**src/rtl/capture_sequencer.sv**
```systemverilog
// capture_sequencer: trigger and frame scheduler for the ADC ping-pong capture path.
// Starts frames on an edge trigger, an auto-mode timeout or a single-shot arm,
// decimates the sample stream and produces buffer write strobes/addresses.
// Buffers are swapped only while the MCU does not hold the read lock.
//
// Ports:
//   clk, rst_n     system clock, asynchronous active-low reset
//   cfg_mode       0=normal, 1=auto, 2=single, 3=stop
//   cfg_edge       trigger polarity (0=rising, 1=falling)
//   cfg_div        keep one sample tick of every cfg_div+1
//   cfg_holdoff    sample ticks to wait after a swap before re-arming
//   cfg_timeout    auto-mode clk cycles before a forced trigger (0=never)
//   cfg_arm        single-shot arm pulse
//   sample_tick    one pulse per ADC sample
//   trig_in        synchronized comparator level
//   stable         synchronized ADC-stable flag
//   rd_lock        MCU read lock, blocks the buffer swap
//   wr_en/wr_addr  registered buffer write strobe and address
//   buf_swap       one-cycle pulse toggling the active write buffer
//   frame_ready    a completed frame is readable
//   auto_trig      last frame was started by the timeout
//   busy           sequencer is not idle
//   state_o        IDLE=0, ARMED=1, CAPTURE=2, SWAP_WAIT=3, HOLDOFF=4
//   frame_cnt      completed frames, wrapping
module capture_sequencer #(
  parameter int unsigned SAMPLE_COUNT = 1024,
  parameter int unsigned DIV_W        = 16,
  parameter int unsigned TO_W         = 24
) (
  input  logic                            clk,
  input  logic                            rst_n,
  input  logic [1:0]                      cfg_mode,
  input  logic                            cfg_edge,
  input  logic [DIV_W-1:0]                cfg_div,
  input  logic [15:0]                     cfg_holdoff,
  input  logic [TO_W-1:0]                 cfg_timeout,
  input  logic                            cfg_arm,
  input  logic                            sample_tick,
  input  logic                            trig_in,
  input  logic                            stable,
  input  logic                            rd_lock,
  output logic                            wr_en,
  output logic [$clog2(SAMPLE_COUNT)-1:0] wr_addr,
  output logic                            buf_swap,
  output logic                            frame_ready,
  output logic                            auto_trig,
  output logic                            busy,
  output logic [2:0]                      state_o,
  output logic [7:0]                      frame_cnt
);

  localparam int unsigned ADDR_W = $clog2(SAMPLE_COUNT);
  localparam int unsigned HO_W   = 16;

  localparam logic [2:0] S_IDLE      = 3'd0;
  localparam logic [2:0] S_ARMED     = 3'd1;
  localparam logic [2:0] S_CAPTURE   = 3'd2;
  localparam logic [2:0] S_SWAP_WAIT = 3'd3;
  localparam logic [2:0] S_HOLDOFF   = 3'd4;

  localparam logic [1:0] MODE_NORMAL = 2'd0;
  localparam logic [1:0] MODE_AUTO   = 2'd1;
  localparam logic [1:0] MODE_SINGLE = 2'd2;
  localparam logic [1:0] MODE_STOP   = 2'd3;

  localparam logic [ADDR_W-1:0] LAST_ADDR = ADDR_W'(SAMPLE_COUNT - 1);

  logic [2:0]        state,      state_nxt;
  logic [DIV_W-1:0]  sh_div,     sh_div_nxt;
  logic [HO_W-1:0]   sh_holdoff, sh_holdoff_nxt;
  logic [TO_W-1:0]   sh_timeout, sh_timeout_nxt;
  logic              sh_edge,    sh_edge_nxt;
  logic              trig_prev,  trig_prev_nxt;
  logic              arm_first,  arm_first_nxt;
  logic [TO_W-1:0]   to_cnt,     to_cnt_nxt;
  logic [DIV_W-1:0]  div_cnt,    div_cnt_nxt;
  logic [ADDR_W-1:0] addr_cnt,   addr_cnt_nxt;
  logic [HO_W-1:0]   hold_cnt,   hold_cnt_nxt;
  logic              rd_lock_q;

  logic              wr_en_nxt;
  logic [ADDR_W-1:0] wr_addr_nxt;
  logic              buf_swap_nxt;
  logic              frame_ready_nxt;
  logic              auto_trig_nxt;
  logic [7:0]        frame_cnt_nxt;

  logic              stop_req;
  logic              run_mode;
  logic              edge_hit;
  logic              qual_tick;
  logic              load_shadow;

  assign stop_req = (cfg_mode == MODE_STOP);
  assign run_mode = (cfg_mode == MODE_NORMAL) || (cfg_mode == MODE_AUTO);
  assign state_o  = state;

  // Next-state and next-output logic
  always_comb begin
    state_nxt       = state;
    sh_div_nxt      = sh_div;
    sh_holdoff_nxt  = sh_holdoff;
    sh_timeout_nxt  = sh_timeout;
    sh_edge_nxt     = sh_edge;
    trig_prev_nxt   = trig_prev;
    arm_first_nxt   = arm_first;
    to_cnt_nxt      = to_cnt;
    div_cnt_nxt     = div_cnt;
    addr_cnt_nxt    = addr_cnt;
    hold_cnt_nxt    = hold_cnt;
    wr_en_nxt       = 1'b0;
    wr_addr_nxt     = wr_addr;
    buf_swap_nxt    = 1'b0;
    frame_ready_nxt = frame_ready;
    auto_trig_nxt   = auto_trig;
    frame_cnt_nxt   = frame_cnt;
    edge_hit        = 1'b0;
    qual_tick       = 1'b0;
    load_shadow     = 1'b0;

    // MCU taking the lock acknowledges the frame; a swap below overrides this
    if (rd_lock && !rd_lock_q) begin
      frame_ready_nxt = 1'b0;
    end

    case (state)
      S_IDLE: begin
        if (stable && (run_mode || ((cfg_mode == MODE_SINGLE) && cfg_arm))) begin
          load_shadow = 1'b1;
        end
      end

      S_ARMED: begin
        if (stop_req || !stable) begin
          state_nxt = S_IDLE;
        end else begin
          // The first tick after arming only seeds trig_prev
          edge_hit   = sample_tick && !arm_first &&
                       (sh_edge ? (trig_prev && !trig_in) : (!trig_prev && trig_in));
          to_cnt_nxt = to_cnt + TO_W'(1);
          if (sample_tick) begin
            trig_prev_nxt = trig_in;
            arm_first_nxt = 1'b0;
          end
          if (edge_hit) begin
            state_nxt     = S_CAPTURE;
            auto_trig_nxt = 1'b0;
            div_cnt_nxt   = '0;
            addr_cnt_nxt  = '0;
          end else if ((cfg_mode == MODE_AUTO) && (sh_timeout != '0) &&
                       (to_cnt_nxt == sh_timeout)) begin
            state_nxt     = S_CAPTURE;
            auto_trig_nxt = 1'b1;
            div_cnt_nxt   = '0;
            addr_cnt_nxt  = '0;
          end
        end
      end

      S_CAPTURE: begin
        if (stop_req || !stable) begin
          state_nxt = S_IDLE;
        end else if (sample_tick) begin
          qual_tick   = (div_cnt == '0);
          div_cnt_nxt = (div_cnt == sh_div) ? '0 : div_cnt + DIV_W'(1);
          if (qual_tick) begin
            wr_en_nxt    = 1'b1;
            wr_addr_nxt  = addr_cnt;
            addr_cnt_nxt = addr_cnt + ADDR_W'(1);
            if (addr_cnt == LAST_ADDR) begin
              state_nxt = S_SWAP_WAIT;
            end
          end
        end
      end

      S_SWAP_WAIT: begin
        // Stop and stable loss are deferred until the pending swap completes
        if (!rd_lock) begin
          buf_swap_nxt    = 1'b1;
          frame_ready_nxt = 1'b1;
          frame_cnt_nxt   = frame_cnt + 8'd1;
          if (run_mode) begin
            state_nxt    = S_HOLDOFF;
            hold_cnt_nxt = '0;
          end else begin
            state_nxt = S_IDLE;
          end
        end
      end

      S_HOLDOFF: begin
        if (stop_req || !stable) begin
          state_nxt = S_IDLE;
        end else if (hold_cnt == sh_holdoff) begin
          load_shadow = 1'b1;
        end else if (sample_tick) begin
          hold_cnt_nxt = hold_cnt + HO_W'(1);
        end
      end

      default: begin
        state_nxt = S_IDLE;
      end
    endcase

    // Entering ARMED: freeze the configuration for the whole frame
    if (load_shadow) begin
      state_nxt      = S_ARMED;
      sh_div_nxt     = cfg_div;
      sh_holdoff_nxt = cfg_holdoff;
      sh_timeout_nxt = cfg_timeout;
      sh_edge_nxt    = cfg_edge;
      to_cnt_nxt     = '0;
      arm_first_nxt  = 1'b1;
    end
  end

  // State and output registers
  always_ff @(posedge clk or negedge rst_n) begin
    if (!rst_n) begin
      state       <= S_IDLE;
      sh_div      <= '0;
      sh_holdoff  <= '0;
      sh_timeout  <= '0;
      sh_edge     <= 1'b0;
      trig_prev   <= 1'b0;
      arm_first   <= 1'b0;
      to_cnt      <= '0;
      div_cnt     <= '0;
      addr_cnt    <= '0;
      hold_cnt    <= '0;
      rd_lock_q   <= 1'b0;
      wr_en       <= 1'b0;
      wr_addr     <= '0;
      buf_swap    <= 1'b0;
      frame_ready <= 1'b0;
      auto_trig   <= 1'b0;
      busy        <= 1'b0;
      frame_cnt   <= '0;
    end else begin
      state       <= state_nxt;
      sh_div      <= sh_div_nxt;
      sh_holdoff  <= sh_holdoff_nxt;
      sh_timeout  <= sh_timeout_nxt;
      sh_edge     <= sh_edge_nxt;
      trig_prev   <= trig_prev_nxt;
      arm_first   <= arm_first_nxt;
      to_cnt      <= to_cnt_nxt;
      div_cnt     <= div_cnt_nxt;
      addr_cnt    <= addr_cnt_nxt;
      hold_cnt    <= hold_cnt_nxt;
      rd_lock_q   <= rd_lock;
      wr_en       <= wr_en_nxt;
      wr_addr     <= wr_addr_nxt;
      buf_swap    <= buf_swap_nxt;
      frame_ready <= frame_ready_nxt;
      auto_trig   <= auto_trig_nxt;
      busy        <= (state_nxt != S_IDLE);
      frame_cnt   <= frame_cnt_nxt;
    end
  end

endmodule

```
**config.mk**
```make
export PLATFORM = sky130hd
export DESIGN_NAME = capture_sequencer
export DESIGN_NICKNAME = d
export VERILOG_FILES = /design/src/rtl/capture_sequencer.sv
export SDC_FILE = /design/constraint.sdc
export NUM_CORES = 1
export LEC_CHECK = 0
export ABC_AREA = 1
export CORE_MARGIN = 4
export CORE_UTILIZATION = 33
export DETAILED_ROUTE_END_ITERATION = 12
export SLEW_MARGIN = 10
export SYNTH_ARGS = -nofsm -noshare
export SYNTH_HDL_FRONTEND = slang
export SYNTH_SLANG_ARGS = --single-unit
```
**constraint.sdc**
```tcl
create_clock -name clk -period 3.3 [get_ports clk]
set_input_delay 0.66 -clock clk [delete_from_list [all_inputs] [get_ports clk]]
set_output_delay 0.66 -clock clk [all_outputs]
set_load 0.01 [all_outputs]
```
==> run metrics, run 1 <==
Die W=between 150 and 200 um; P_leak=approximately 4.9 nW; # diodes=0; number of global-route vias before repair=around 7500; antenna violations before repair=1; total CTS buffers=17; FILL cells=2581; GR Util met2=0.2640; Rel. slew slack=0.5930; Req. time, crit path=roughly 3.7 ns; Startpoint Class=flip-flop; grt met3 use=0.03083; DRT antenna net count=0; CTS Root Cell=clkbuf_16; combinational family with the most area after synthesis=simple AND/OR/NAND/NOR gates; Power Density=between 500 and 600 nW/um^2; Sink Count=152; fmax=0.3726 GHz; Initial Utilization=0.3371; Hold Crit Class=primary input to asynchronous set/reset pin; worst reg-to-reg path cell count=17; Non-Filler Instances=approximately 1600; Residual DRC=0; top_reg_cell synth=dfrtp_1; final hold violation count=0; most frequent cells in the layout=nand2_1 (366), dfrtp_1 (152), inv_1 (122), nand3_1 (100), nor2_1 (99); Netlist Area Pre-Place=8537 um^2; placed instance count=roughly 1600; Post-Synth Adder-Cell Area=0.008794; core area=25330 um^2; CTS Hold Bufs=0; post-CTS sizing=0; Setup TNS=0 ns; ys async rst share=1.000; layout cells sized above 1=0.06603; post-DP HPWL=approximately 17000 um; mux share of post-synthesis cell area=0; crit path max fanout=13; post-layout min period=around 2.7 ns; row cnt=58; synth unique cells=41; Synth Area in Compound Gates=0.07372; Avg Cell Area, Syn=7.411 um^2; layer with the highest usage=met2; VDD IR-drop max=0.3242 mV; H-tree levels=4; Via density=4.820; Synth Area in Simple Gates=0.3409; Die Y=168.8 um; final-report max-slew violation count=0; DRT iter0 DRCs=548; CTS tree=yes; clk buf depth=2; clock transition at the registers of the reported paths=approximately 0.07 ns; grt total ovfl=0; R2R Path Start=to_cnt[0]$_DFFE_PN0P_; most common cell after layout, fill and taps aside=nand2_1; final cycle utilization of the critical path=0.8132; Post CTS Setup Buffer Count=0; port bufs=91; Slew @ Worst Pin=between 0.6 and 0.7 ns; pin count of the biggest net entering global routing=61; Max-Cap Viols=0; status=complete, no violations; layout net count=~1300; placer congestion estimate=0.8651; WP data arrival=3.04 ns; Syn. warnings=0; Post-Synthesis Cells=about 1200; Critical Path Sink Type=flip-flop; DR pass1 iterations=7; EDFF count, synth=0; clk_skew=about 0.010 ns; Reg2Reg Setup Slack=roughly 0.6 ns; Synth Area in XOR/XNOR=0.05819; final setup fails=0; Layout area overhead=22.69%; WL final=22470 um; Seq/Total Area, Yosys=0.4456; met1 Use GR=0.2217; Routed wire per std cell=between 10 and 15 um; vias post-DR=7649; io pins=between 90 and 100; Crit Path Category=flip-flop to flip-flop; first-pass GRT wire length=between 30000 and 40000 um; Clk Latency, worst-skew pair=roughly 0.43 ns; RSZ-0062 raised after global routing=false; die area=around 29000 um^2; Setup crit start=to_cnt[0]$_DFFE_PN0P_; total track usage=0.1621; Post-Syn Nets=between 1000 and 1500; register bit total from synthesis=roughly 150
==> critical path, stage by stage (launching register included) <==
cell and delay, ns:
dfrtp_1 0.42, ha_1 0.24, nand2_2 0.10, nor2_4 0.19, nand2_1 0.14, nor2_1 0.16, nand3_1 0.09, nand3_1 0.08
nand2_1 0.08, nor2_1 0.11, nand2_1 0.08, nor2_2 0.12, nand2_2 0.09, nand3_1 0.07, nand2_1 0.24, inv_1 0.26
nand2_1 0.07, o21ai_0 0.07
==> sequential cells by signal, indices dropped and copies added, names as in the netlist <==
signal and count:
hold_cnt 16, busy 1, state_o 3, frame_ready 1
div_cnt 16, sh_edge 1, auto_trig 1, trig_prev 1
sh_holdoff 16, addr_cnt 10, to_cnt 24, frame_cnt 8
arm_first 1, wr_addr 10, sh_div 16, rd_lock_q 1
wr_en 1, buf_swap 1, sh_timeout 24
==> cell usage after synthesis, drive strengths merged, types with 3 or more instances <==
cell,n,area share
o21ai,85,0.050
nand2,385,0.18
clkinv,3,0.0013
inv,125,0.055
ha,6,0.0088
xnor2,17,0.017
nand3,101,0.060
xor2,37,0.038
nor2,113,0.058
nand3b,3,0.0026
a21oi,10,0.0059
nor4,10,0.0073
o22ai,11,0.0081
nor3,22,0.013
dfrtp,152,0.45
clkbuf,22,0.0098
o31ai,7,0.0062
buf,9,0.0067
nand4,24,0.018
==> area by class of cell <==
cell class,instances,area [um^2],share of cell area
inverter,128,480.5,0.04587
multi-input combinational,841,4114,0.3928
clock inverter,12,200.2,0.01911
sequential,152,3804,0.3632
tap,330,412.9,0.03942
clock buffer,19,432.9,0.04133
timing repair buffer,105,1030,0.09832
==> power breakdown <==
part	internal, mW	switching [mW]
logic	0.471	0.682
registers	2.16	0.289
clock network	1.34	0.797
total	3.97	1.77
==> per-stage QoR <==
step / instance area, um^2 / worst slack (ns) / util / hold WS, ns / total power [mW]
after global routing: 10470 / 0.1515 / 0.4135 / 0.2497 / 6.095
final: 10470 / 0.6164 / 0.4135 / 0.1936 / 5.735
after floorplan: 8537 / 1.108 / - / 0.3644 / 3.179
after CTS: 10470 / 0.5805 / 0.4135 / 0.2260 / 5.799
after global placement: 9841 / 0.4214 / 0.3885 / 0.4604 / 3.618
after detailed placement: 9841 / 0.3999 / 0.3885 / 0.4658 / 3.637
==> metal layers <==
metal / vias up / share of wire
met3: 30 / 0.042
met4: 2 / 0.018
met2: 156 / 0.47
li1: 3873 / -
met5: - / 0.00058
met1: 3588 / 0.47
==> worst paths after layout <==
| kind | end |
|---|---|
| worst min-delay path | sh_timeout[13]$_DFFE_PN0P_ |
| worst min register to register | frame_cnt[7]$_DFFE_PN0P_ |
| max in group asynchronous | sh_timeout[23]$_DFFE_PN0P_ |
| min in group clk | frame_cnt[7]$_DFFE_PN0P_ |
| worst max-delay path | addr_cnt[7]$_DFFE_PN0P_ |
| worst max register to register | addr_cnt[7]$_DFFE_PN0P_ |
==> cells by family (layout without fill, tap and decap cells) <==
kind of cell | Yosys count | count (layout)
compound gates | 117 | 117
xor+xnor | 55 | 55
fa+ha+maj | 6 | 6
buf+inv | 159 | 264
flops | 152 | 152
simple gates | 663 | 663
Power figures use the tool's default switching activity.
==> run 2, diff against run 1 <==
- clock period: 3.3 -> 2.6 ns (I/O delays scaled with it)
==> run 2 against run 1 <==
Setup slack worse by 0.53 ns; sequential share of layout area decreased by 1.3 points; combinational power up 43%; count of clock-buffer cells in the layout stayed put; first-iteration DRC count grew 3.8%; critical endpoint is now div_cnt[2]$_DFFE_PN0P_; largest power group unchanged.
==> run metrics, run 2 (same netlist as run 1, synthesis figures left out) <==
Crit Path Category=flip-flop to flip-flop (unchanged); most frequent CP cell=nand2_1 (unchanged); worst reg-to-reg path cell count=20 (was 17); R2R Path Start=to_cnt[1]$_DFFE_PN0P_ (was to_cnt[0]$_DFFE_PN0P_); # diodes=0 (unchanged); RR Endpoint=div_cnt[2]$_DFFE_PN0P_ (was addr_cnt[7]$_DFFE_PN0P_); Overall Power=7.260 mW (was 5.735 mW); VDD IR-drop max=0.5058 mV (was 0.3242 mV); Critical Path Sink Type=flip-flop (unchanged); placer congestion estimate=0.8676 (was 0.8651); H-tree levels=4 (unchanged); met1 Use GR=0.2248 (was 0.2217); P_leak=5.053 nW (was 4.854 nW); layout net count=1349 (was 1317); placed instance count=1576 (was 1556); Req. time, crit path=2.93 ns (was 3.65 ns); vias post-DR=7785 (was 7649); top flop regs=sh_timeout x24, to_cnt x24 (unchanged); Residual DRC=0 (unchanged); die area=28510 um^2 (unchanged); final-report max-slew violation count=0 (unchanged); Startpoint Class=flip-flop (unchanged); final hold violation count=0 (unchanged); WP buf/inv=1 (unchanged); RSZ-0062 raised after global routing=true (was false); fin worst setup slack=0.08278 ns (was 0.6164 ns); layer with the highest usage=met2 (unchanged); DR pass1 iterations=5 (was 7); Hold Crit Class=primary input to asynchronous set/reset pin (unchanged); clk_skew=0.01092 ns (was 0.01025 ns); grt total ovfl=0 (unchanged); Die W=168.8 um (unchanged); clk buf depth=2 (unchanged); grt met3 use=0.03293 (was 0.03083); Slew @ Worst Pin=0.5867 ns (was 0.6105 ns); Max stage delay cell, worst path=dfrtp_1 (unchanged); pre-CTS WS=-0.1099 ns (was 0.3999 ns); CTS tree=yes (unchanged); Layout area overhead=27.33% (was 22.69%); first-pass GRT wire length=37890 um (was 37620 um); row cnt=58 (unchanged); Reg2Reg Setup Slack=0.08 ns (was 0.62 ns); Die Y=168.8 um (unchanged); Via density=4.809 (was 4.820); Rel. slew slack=0.6089 (was 0.5930); Initial Utilization=0.3371 (unchanged); final cycle utilization of the critical path=0.9682 (was 0.8132); Clk Latency, worst-skew pair=0.43 ns (about the same); critical path, cell by cell=buf_4 > nand2_2 > nor2_8 > nand2_4 > nand2_1 > nand2_1 > nand2_1 > nand2_1 > nor2_2 > nand2_1 > nor2_1 > nand2_2 > nor2_4 > nand2_4 > nand2_4 > nand2_4 > nand2_8 > nand2_4 > nand2_1 > nand2_1 (was ha_1 > nand2_2 > nor2_4 > nand2_1 > nor2_1 > nand3_1 > nand3_1 > nand2_1 > nor2_1 > nand2_1 > nor2_2 > nand2_2 > nand3_1 > nand2_1 > inv_1 > nand2_1 > o21ai_0); most frequent cells in the layout=nand2_1 (355), dfrtp_1 (152), inv_1 (121), nand3_1 (95), nor2_1 (93) (was nand2_1 (366), dfrtp_1 (152), inv_1 (122), nand3_1 (100), nor2_1 (99)); most common cell after layout, fill and taps aside=nand2_1 (unchanged); crit path max fanout=8 (was 13); clock transition at the registers of the reported paths=0.07 ns (about the same); total CTS buffers=17 (unchanged); io pins=92 (unchanged); core area=25330 um^2 (unchanged); port bufs=91 (unchanged); Power Density=667.9 nW/um^2 (was 547.6 nW/um^2); Top delay family on crit path=simple AND/OR/NAND/NOR gates (unchanged); pin count of the biggest net entering global routing=56 (was 61); WP data arrival=2.84 ns (was 3.04 ns); Routed wire per std cell=14.19 um (was 14.16 um); total track usage=0.1638 (was 0.1621); final setup fails=0 (unchanged); status=complete, no violations (unchanged); DRT iter0 DRCs=569 (was 548); post-layout min period=2.517 ns (was 2.684 ns); post-DP HPWL=16860 um (was 16750 um); DRT antenna net count=0 (unchanged); number of global-route vias before repair=7506 (was 7508); Setup TNS=0 ns (unchanged); Max-Cap Viols=0 (unchanged); antenna violations before repair=0 (was 1); CTS Hold Bufs=0 (unchanged); fmax=0.3973 GHz (was 0.3726 GHz); Sink Count=152 (unchanged); layout cells sized above 1=0.1094 (was 0.06603); WL final=22980 um (was 22470 um); CTS Root Cell=clkbuf_16 (unchanged); GR Util met2=0.2685 (was 0.2640); Worst path max stage delay=0.42 ns (about the same); Non-Filler Instances=1619 (was 1587)
## run 2: changes by cell type in the layout (fill, tap and decap cells not counted), sizes merged
cell	change
buf	+30
bufinv	-3
clkinvlp	+2
inv	+2
clkbuf	+1
clkinv	-1
nand2	+1
## run 2: metal layers
metal,share of wire,vias up
met1,0.47,3678
met3,0.040,21
met5,0,-
met4,0.012,0
li1,-,3948
met2,0.48,138
## run 2: how the worst max path moves through the flow
stage	start	endpoint	slack, ns	cells after the start
floorplan	to_cnt[0]$_DFFE_PN0P_	div_cnt[14]$_DFFE_PN0P_	0.41	18
global placement	cfg_mode[1]	div_cnt[0]$_DFFE_PN0P_	-0.08	19
detailed placement	cfg_mode[0]	div_cnt[3]$_DFFE_PN0P_	-0.11	18
CTS	to_cnt[0]$_DFFE_PN0P_	div_cnt[3]$_DFFE_PN0P_	0.03	19
global route	to_cnt[1]$_DFFE_PN0P_	div_cnt[2]$_DFFE_PN0P_	-0.01	20
finish	to_cnt[1]$_DFFE_PN0P_	div_cnt[2]$_DFFE_PN0P_	0.08	20
## run 2: metrics by stage
stage	area (um^2)	util	hold WS, ns
2_1_floorplan	8537	-	0.2244
3_3_place_gp	10000	0.3950	0.4575
3_5_place_dp	10000	0.3950	0.4640
4_1_cts	10590	0.4180	0.08493
5_1_grt	10870	0.4292	0.1017
6_report	10870	0.4292	0.05513
## run 2: layout make-up
cell class                 instances  area, um^2
fill                            2565       14460
multi-input combinational        842        4273
sequential                       152        3804
timing repair buffer             136        1315
inverter                         128       481.7
clock buffer                      19       442.9
tap                              330       412.9
clock inverter                    12       141.4
## run 2: repair_timing
item / CTS / global route
setup endpoints to repair: 0 / 30
setup buffers: 0 / 10
resized for setup: 0 / 44
## run 2: power by group
group	leakage, nW	total, mW	internal [mW]	switching, mW
logic	2.82	1.65	0.719	0.932
registers	1.97	3.10	2.74	0.365
clock network	0.269	2.51	1.45	1.06
==> run 3, diff against run 2 <==
- CELL_PAD_IN_SITES_DETAIL_PLACEMENT: default -> 2
- CELL_PAD_IN_SITES_GLOBAL_PLACEMENT: default -> 2
- GPL_ROUTABILITY_DRIVEN: default -> 0
- PLACE_DENSITY_LB_ADDON: default -> 0.1
- SETUP_SLACK_MARGIN: default -> 0.15
==> run 3 against run 2 <==
The flow now finishes with violations (setup timing); via count rose by 7.6%; global-route usage up 6.2 points; highest routed layer unchanged; sequential share of layout area down 1.4 points; flip-flop and latch count did not move; clock power rose by 7%; final cell count rose by 1.5%; setup slack worse by 0.12 ns; routed wire length grew 39%; final area up 4.4%.
==> run metrics, run 3 (same netlist as run 1, synthesis figures left out) <==
total track usage=0.2256 (was 0.1638); sequential share of power=0.409 (was 0.427); Multi-input gate area=4443 um^2 (was 4273 um^2); Layout area overhead=32.92% (was 27.33%); Req. time, crit path=2.93 ns (about the same); clock transition at the registers of the reported paths=0.07 ns (about the same); fmax=0.3790 GHz (was 0.3973 GHz); top flop regs=sh_timeout x24, to_cnt x24 (unchanged); layout cells sized above 1=0.1615 (was 0.1094); CTS tree=yes (unchanged); CTS Hold Bufs=0 (unchanged); grt total ovfl=0 (unchanged); Sw Share=0.3537 (was 0.3246); Startpoint Class=flip-flop (unchanged); RR Endpoint=div_cnt[12]$_DFFE_PN0P_ (was div_cnt[2]$_DFFE_PN0P_); VDD IR-drop max=0.3332 mV (was 0.5058 mV); Sink Count=152 (unchanged); switching power=2.719 mW (was 2.356 mW); post-layout min period=2.639 ns (was 2.517 ns); Via density=5.096 (was 4.809); Placed Instance Area=10210 um^2 (was 10000 um^2); # diodes=0 (unchanged); number of global-route vias before repair=9324 (was 7506); clk_skew=0.01433 ns (was 0.01092 ns); worst reg-to-reg path cell count=20 (unchanged); final cycle utilization of the critical path=1.015 (was 0.9682); vias post-DR=8373 (was 7785); Die Y=168.8 um (unchanged); status=finished, violations left (was complete, no violations); FILL cells=2900 (was 2565); Overall Power=7.686 mW (was 7.260 mW); clk buf depth=2 (unchanged); Hold Crit Class=primary input to asynchronous set/reset pin (unchanged); R2R Path Start=to_cnt[1]$_DFFE_PN0P_ (unchanged); Routed wire per std cell=19.46 um (was 14.19 um); fin worst setup slack=-0.03870 ns (was 0.08278 ns); first-pass GRT wire length=51070 um (was 37890 um); Max stage delay cell, worst path=dfrtp_1 (unchanged); Final Cell Area=11350 um^2 (was 10870 um^2); failing checks=setup timing; critical path, cell by cell=ha_4 > nand2_4 > nor2_4 > buf_12 > nand2_2 > nand2_1 > nand2_2 > nor2_1 > nor2_2 > nand2_1 > nor2_2 > nand2_1 > nor2_2 > nand2_2 > nand2_4 > nand2_4 > nand2_8 > nand2_8 > nand2_4 > nand2_2 (was buf_4 > nand2_2 > nor2_8 > nand2_4 > nand2_1 > nand2_1 > nand2_1 > nand2_1 > nor2_2 > nand2_1 > nor2_1 > nand2_2 > nor2_4 > nand2_4 > nand2_4 > nand2_4 > nand2_8 > nand2_4 > nand2_1 > nand2_1); Crit Path Category=flip-flop to flip-flop (unchanged); Die W=168.8 um (unchanged); Clk Latency, worst-skew pair=0.44 ns (was 0.43 ns); H-tree levels=4 (unchanged); row cnt=58 (unchanged); Slew @ Worst Pin=0.6428 ns (was 0.5867 ns); final setup fails=16 (was 0); DR pass1 iterations=4 (was 5); Power Density=677.3 nW/um^2 (was 667.9 nW/um^2); most frequent cells in the layout=nand2_1 (334), dfrtp_1 (148), inv_1 (120), clkdlybuf4s50_1 (90), nor2_1 (89) (was nand2_1 (355), dfrtp_1 (152), inv_1 (121), nand3_1 (95), nor2_1 (93)); crit path max fanout=8 (unchanged); total CTS buffers=17 (unchanged); Rel. slew slack=0.5715 (was 0.6089); Critical Path Sink Type=flip-flop (unchanged); P_leak=5.232 nW (was 5.053 nW); post-DP HPWL=22360 um (was 16860 um); RSZ-0062 raised after global routing=true (unchanged); core area=25330 um^2 (unchanged); port bufs=91 (unchanged); Worst path max stage delay=0.43 ns (was 0.42 ns); P_int=4.967 mW (was 4.904 mW); DRT antenna net count=0 (unchanged); Max-Cap Viols=0 (unchanged); Combinational Power Share=0.242 (was 0.227); WL final=31980 um (was 22980 um); CTS Root Cell=clkbuf_16 (unchanged); DRT iter0 DRCs=372 (was 569); most common cell after layout, fill and taps aside=nand2_1 (unchanged); Initial Utilization=0.3371 (unchanged); final hold violation count=0 (unchanged); layout net count=1372 (was 1349); Clock power frac=0.349 (was 0.345); WP data arrival=2.97 ns (was 2.84 ns); final-report max-slew violation count=0 (unchanged); io pins=92 (unchanged); pin count of the biggest net entering global routing=57 (was 56); Reg2Reg Setup Slack=-0.04 ns (was 0.08 ns); register area=3809 um^2 (was 3804 um^2); antenna violations before repair=0 (unchanged); Residual DRC=0 (unchanged); die area=28510 um^2 (unchanged)
[run 3: worst max path at each step]
| stage | from | to | slack, ns | cells after the start |
|---|---|---|---|---|
| after floorplan | to_cnt[0]$_DFFE_PN0P_ | div_cnt[14]$_DFFE_PN0P_ | 0.41 | 18 |
| after global placement | cfg_mode[1] | addr_cnt[8]$_DFFE_PN0P_ | -0.03 | 17 |
| after detailed placement | cfg_mode[1] | busy$_DFF_PN0_ | -0.11 | 18 |
| after CTS | to_cnt[0]$_DFFE_PN0P_ | busy$_DFF_PN0_ | -0.02 | 19 |
| after global routing | to_cnt[1]$_DFFE_PN0P_ | div_cnt[12]$_DFFE_PN0P_ | -0.20 | 19 |
| final | to_cnt[1]$_DFFE_PN0P_ | div_cnt[12]$_DFFE_PN0P_ | -0.04 | 20 |
[run 3: power groups by stage]
stage	Combinational, mW	Sequential (mW)	Clock [mW]
global placement	1.62	3.13	0
global route	2.11	3.20	2.84
CTS	1.80	3.13	2.73
floorplan	0.998	3.04	0
finish	1.86	3.15	2.68
detailed placement	1.70	3.15	0
[run 3: worst max-delay path, delay by kind of cell (launching register included)]
kind / cells / cell delay [ns]
fa+ha+maj: 1 / 0.20
buf+inv: 1 / 0.14
flops: 1 / 0.43
simple gates: 18 / 1.73
[run 3: final cells by class]
| class | instances | share of cell area |
|---|---|---|
| inverter | 128 | 0.04278 |
| clock buffer | 17 | 0.03749 |
| tap | 330 | 0.03639 |
| sequential | 152 | 0.3356 |
| timing repair buffer | 159 | 0.1399 |
| clock inverter | 15 | 0.01621 |
| multi-input combinational | 842 | 0.3916 |
[run 3: what timing repair did]
item / 4_1_cts / 5_1_grt
gates cloned: 2 / 1
pin swaps: 32 / 31
buffers inserted: 7 / 6
endpoints found under the setup margin: 30 / 46
resized for setup: 69 / 39
[run 3: per-stage QoR]
stage | worst slack [ns] | TNS (ns) | utilization | std cells | hold slack (ns)
2_1_floorplan | 0.4075 | 0 | - | 1152 | 0.2244
3_3_place_gp | -0.03397 | -0.08529 | 0.4033 | 1595 | 0.4612
3_5_place_dp | -0.1089 | -1.767 | 0.4033 | 1595 | 0.4738
4_1_cts | -0.02301 | -0.02301 | 0.4409 | 1636 | 0.08080
5_1_grt | -0.1960 | -4.541 | 0.4480 | 1643 | 0.1005
6_report | -0.03870 | -0.2300 | 0.4480 | 1643 | 0.05850
[run 3: metal layers]
| metal | global-route usage | wire [um] |
|---|---|---|
| met5 | 0 | 0 |
| met4 | 0.05469 | 482 |
| met3 | 0.03363 | 857 |
| met2 | 0.4084 | 16420 |
| met1 | 0.2825 | 14210 |
==> edit 1 (settings of run 2) <==
Change the parameter `SAMPLE_COUNT` from 1024 to 512.
--- a/src/rtl/capture_sequencer.sv
+++ b/src/rtl/capture_sequencer.sv
@@ -23,7 +23,7 @@
 //   state_o        IDLE=0, ARMED=1, CAPTURE=2, SWAP_WAIT=3, HOLDOFF=4
 //   frame_cnt      completed frames, wrapping
 module capture_sequencer #(
-  parameter int unsigned SAMPLE_COUNT = 1024,
+  parameter int unsigned SAMPLE_COUNT = 512,
   parameter int unsigned DIV_W        = 16,
   parameter int unsigned TO_W         = 24
 ) (
Ports: changed (resized wr_addr); port bits go from 92 to 91. The function was not compared with the original's and may differ.
==> edit 1 against run 2 <==
- count of clock-buffer cells in the layout down 1
- area after synthesis is 2.3% lower
- wire length down 5.0%
- total power down 2.2%
- sequential cell count fell by 2
- final cell count down 3.0%
- cell area shrank 3.2%
- combinational power down 5%
- sequential power decreased by 2%
- sequential share of layout area is 0.68 points higher
- non-clock buffer count down 9
- worst setup slack improved by 0.11 ns
- worst hold slack gained 0.42 ns
==> edit 1: results <==
set metrics [dict create \
    status "completed" \
    cpPeakStageDelay_ns 0.39 \
    tightest_slew_ns 0.558 \
    place_area_sq_um 9840 \
    vdd_drop_max_v 0.000349 \
    drt_wl_total_um 21800 \
    yosys-top-cells-area "dfrtp_1 45%, nand2_1 15%, nand3_1 5.6%, inv_1 5.6%, o21ai_0 4.6%" \
    gr-usage-met1 0.219 \
    gr-usage-met3 0.0334 \
    drive_gt1_frac 0.0859 \
    hp-class "reg -> reg" \
    synthCells 1116 \
    final_area_sq_um 10500 \
    p_int_mw 4.88 \
    synthTopCellsByCount "344 x nand2_1, 150 x dfrtp_1, 125 x inv_1" \
    wl_per_cell_um 13.9 \
    track_usage 0.158 \
    grt_max_degree 62 \
    portBuffers 90 \
    place.gp.congestion 0.861 \
    leakage_nw 4.86 \
    ys_seq_area_frac 0.450 \
    initialDrtViolationCount 584 \
    dr_total_vias 7527 \
    use_met2 0.254 \
    grt_pass1_wl_um 36500 \
    nets 1307 \
    synth_cell_types 37 \
    hpwl_um 16200 \
    drt_pre_antenna_iters 6 \
    grt_pass1_vias 7299 \
    fin_skew_ns 0.0101 \
]
-- edit 1: cell types whose count changed in the layout (fill, tap and decap cells not counted), moves of 7 or more --
| cell | before | now |
|---|---|---|
| o21ai_0 | 69 | 77 |
| buf_4 | 37 | 30 |
| nand2_2 | 22 | 9 |
| nand2_1 | 355 | 340 |
| nor2_1 | 93 | 100 |
-- edit 1: timing repair --
item                                    in CTS  in global routing
cloned                                       0                  1
resized for setup                            1                 18
hold endpoints to repair                    28                  0
pin swaps                                    0                  5
endpoints found under the setup margin       2                 23
setup buffers                                0                  1
hold buffers                                 1                  0
-- edit 1: path summary, 6_finish.rpt --
path | slack [ns] | cells after the start | startpoint | endpoint
max in group asynchronous | 1.41 | 3 | rst_n | sh_div[5]
min in group asynchronous | 0.55 | 2 | rst_n | sh_timeout[23]
min | 0.48 | 1 | frame_cnt[7] | frame_cnt[7]
max reg2reg | 0.19 | 19 | to_cnt[0] | div_cnt[14]
max | 0.19 | 19 | to_cnt[0] | div_cnt[14]
min reg2reg | 0.48 | 1 | frame_cnt[7] | frame_cnt[7]
-- edit 1: power groups by stage --
stage,clock (mW),combinational [mW],sequential [mW]
after floorplan,0,0.983,3.00
after global placement,0,1.51,3.07
after detailed placement,0,1.53,3.07
after CTS,2.55,1.55,3.04
after global routing,2.65,1.80,3.10
final,2.48,1.57,3.05
-- edit 1: area by class of cell --
cell class,instances,share of cell area
multi-input combinational,803,0.383
clock buffer,18,0.0408
tap,324,0.0385
timing repair buffer,127,0.118
sequential,150,0.357
timing repair inverter,1,0.000476
inverter,134,0.0483
clock inverter,13,0.0149
-- edit 1: stage by stage --
step / TNS (ns) / worst slack [ns]
floorplan: 0 / 0.386
global placement: -0.0766 / -0.0163
detailed placement: -0.342 / -0.0636
CTS: 0 / 0.0643
global route: 0 / 0.00345
finish: 0 / 0.189
-- edit 1: logic make-up after synthesis --
kind of cell / count (synthesis) / synth area share
AND/OR/NAND/NOR: 619 / 0.324
buffers and inverters: 163 / 0.0761
flip-flops: 150 / 0.450
AO/OA/AOI/OAI: 128 / 0.0825
XOR/XNOR: 49 / 0.0566
adder cells (fa/ha/maj): 7 / 0.0105
-- edit 1: metal layers --
layer	share of wire	wire length [um]
met5	0	0
met1	0.47	10300
met4	0.013	273
met3	0.048	1050
met2	0.47	10200
==> edit 2 (flow settings as in run 2) <==
Made on the original files. `sh_timeout` no longer has a reset.
--- a/src/rtl/capture_sequencer.sv
+++ b/src/rtl/capture_sequencer.sv
@@ -222,7 +222,6 @@
       state       <= S_IDLE;
       sh_div      <= '0;
       sh_holdoff  <= '0;
-      sh_timeout  <= '0;
       sh_edge     <= 1'b0;
       trig_prev   <= 1'b0;
       arm_first   <= 1'b0;
@@ -242,7 +241,6 @@
       state       <= state_nxt;
       sh_div      <= sh_div_nxt;
       sh_holdoff  <= sh_holdoff_nxt;
-      sh_timeout  <= sh_timeout_nxt;
       sh_edge     <= sh_edge_nxt;
       trig_prev   <= trig_prev_nxt;
       arm_first   <= arm_first_nxt;
@@ -261,5 +259,9 @@
     end
   end
 
+  always_ff @(posedge clk) begin
+    sh_timeout <= sh_timeout_nxt;
+  end
+
 endmodule
 
Behaviour: same outputs for any inputs over 4 cycles, from zero or initial values and one cycle with rst_n low; that may be too few to reach the edited logic, so the function may still have changed.
==> edit 2 against run 2 <==
- worst setup slack improved by 0.082 ns
- synthesized cell count fell by 6.9%
- total power fell by 4.0%
- sequential cell count did not move
- wire length fell by 5.4%
- clock power rose by 2%
- area after synthesis fell by 1.7%
- cell area fell by 1.1%
- critical endpoint is now div_cnt[9]
- largest cell class unchanged
- highest routed layer unchanged
==> edit 2: results <==
set metrics [dict create \
    antenna_found_initial 0 \
    yosysWarnings 0 \
    vdd_drop_max_v 0.000439 \
    fillCellCount 2541 \
    leakage_nw 4.87 \
    cp_max_fo 6 \
    worst_slew_margin_rel 0.674 \
    whs_ns 0.0603 \
    place_area_sq_um 9920 \
    cp-startpoint "to_cnt[1]" \
    cts_made_buffers 17 \
    track_usage 0.156 \
    r2r-end "div_cnt[9]" \
    initialDrtViolationCount 452 \
    wl_per_cell_um 14.1 \
    cts_buffer_depth 2 \
    place.gp.congestion 0.859 \
    synth_edf_count 24 \
    crit_path_end_kind "flip-flop" \
    htreeDepth 4 \
    synthCells 1072 \
    cpPeakStageDelay_ns 0.41 \
    synthTopCellsByCount "329 x nand2_1, 128 x dfrtp_1, 120 x inv_1" \
    ys_async_sr_fraction 0.842 \
    yosys-top-cells-area "dfrtp_1 38%, nand2_1 15%, edfxtp_1 8.6%, inv_1 5.4%, nand3_1 4.9%" \
    r2r_cells 19 \
    use_met2 0.258 \
    gr-usage-met1 0.213 \
    wl_met1_um 10200 \
    wl_met2_um 10400 \
    clkTransAtPathRegs_ns 0.07 \
    drive_gt1_frac 0.117 \
    status "completed" \
    slowest_stage "dfrtp_1" \
    grt_pass1_wl_um 36100 \
    synthFlopType "dfrtp_1" \
    fmax_mhz 411 \
    gr-usage-met3 0.0323 \
    clock_latency_ns 0.43 \
    grt_max_degree 56 \
    place_ws_ns -0.0634 \
    fin_skew_ns 0.0123 \
    synth_cell_types 41 \
    ys_seq_area_frac 0.467 \
    portBuffers 91 \
    post_drt_via_cell_ratio 4.73 \
    root_buffer "clkbuf_16" \
    r2r_setup_slack_ns 0.16 \
    dp.cells 1507 \
    wl_met3_um 984 \
    nets 1273 \
    reg.largest.list "sh_timeout x24, to_cnt x24" \
    drt_pre_antenna_iters 5 \
    hpwl_um 16300 \
    dr_total_vias 7300 \
    hp-class "in -> async" \
    num_antenna_cells 0 \
]
## edit 2: metrics by stage
| step | power (mW) | setup TNS [ns] | util |
|---|---|---|---|
| after floorplan | 3.86 | 0 | - |
| after detailed placement | 4.39 | -0.785 | 0.395 |
| final | 6.97 | 0 | 0.428 |
| after global routing | 7.36 | -0.290 | 0.428 |
| after CTS | 6.97 | 0 | 0.419 |
| after global placement | 4.35 | 0 | 0.395 |
## edit 2: layout make-up
class / count / area (sq um) / area share
multi-input combinational: 775 / 4060 / 0.378
sequential: 152 / 3930 / 0.365
timing repair buffer: 132 / 1280 / 0.119
clock buffer: 21 / 472 / 0.0439
inverter: 123 / 462 / 0.0429
tap: 330 / 413 / 0.0384
clock inverter: 11 / 135 / 0.0126
## edit 2: logic make-up (layout without fill, tap and decap cells)
family / after synthesis / count (layout) / synth area share
and+or+nand+nor: 619 / 620 / 0.333
DFF: 152 / 152 / 0.467
buffers and inverters: 146 / 287 / 0.0671
AOI/OAI and AO/OA: 92 / 92 / 0.0611
xor gates and xnor gates: 57 / 57 / 0.0629
adders and majority gates: 6 / 6 / 0.00894
## edit 2: repair_timing
item,4_1_cts,5_1_grt
buffers inserted,0,3
hold buffers,0,0
resized for setup,0,42
setup endpoints to repair,0,27
## edit 2: power by group
part / switching [mW] / internal, mW / leakage (nW)
registers: 0.331 / 2.75 / 1.88
logic: 0.726 / 0.605 / 2.71
clock network: 1.04 / 1.51 / 0.286
total: 2.10 / 4.87 / 4.87
## edit 2: critical path, delay by kind of cell (launching register included)
kind / cells / cell delay [ns]
DFF: 1 / 0.41
and+or+nand+nor: 16 / 1.50
adders and majority gates: 1 / 0.17
buffers and inverters: 2 / 0.30
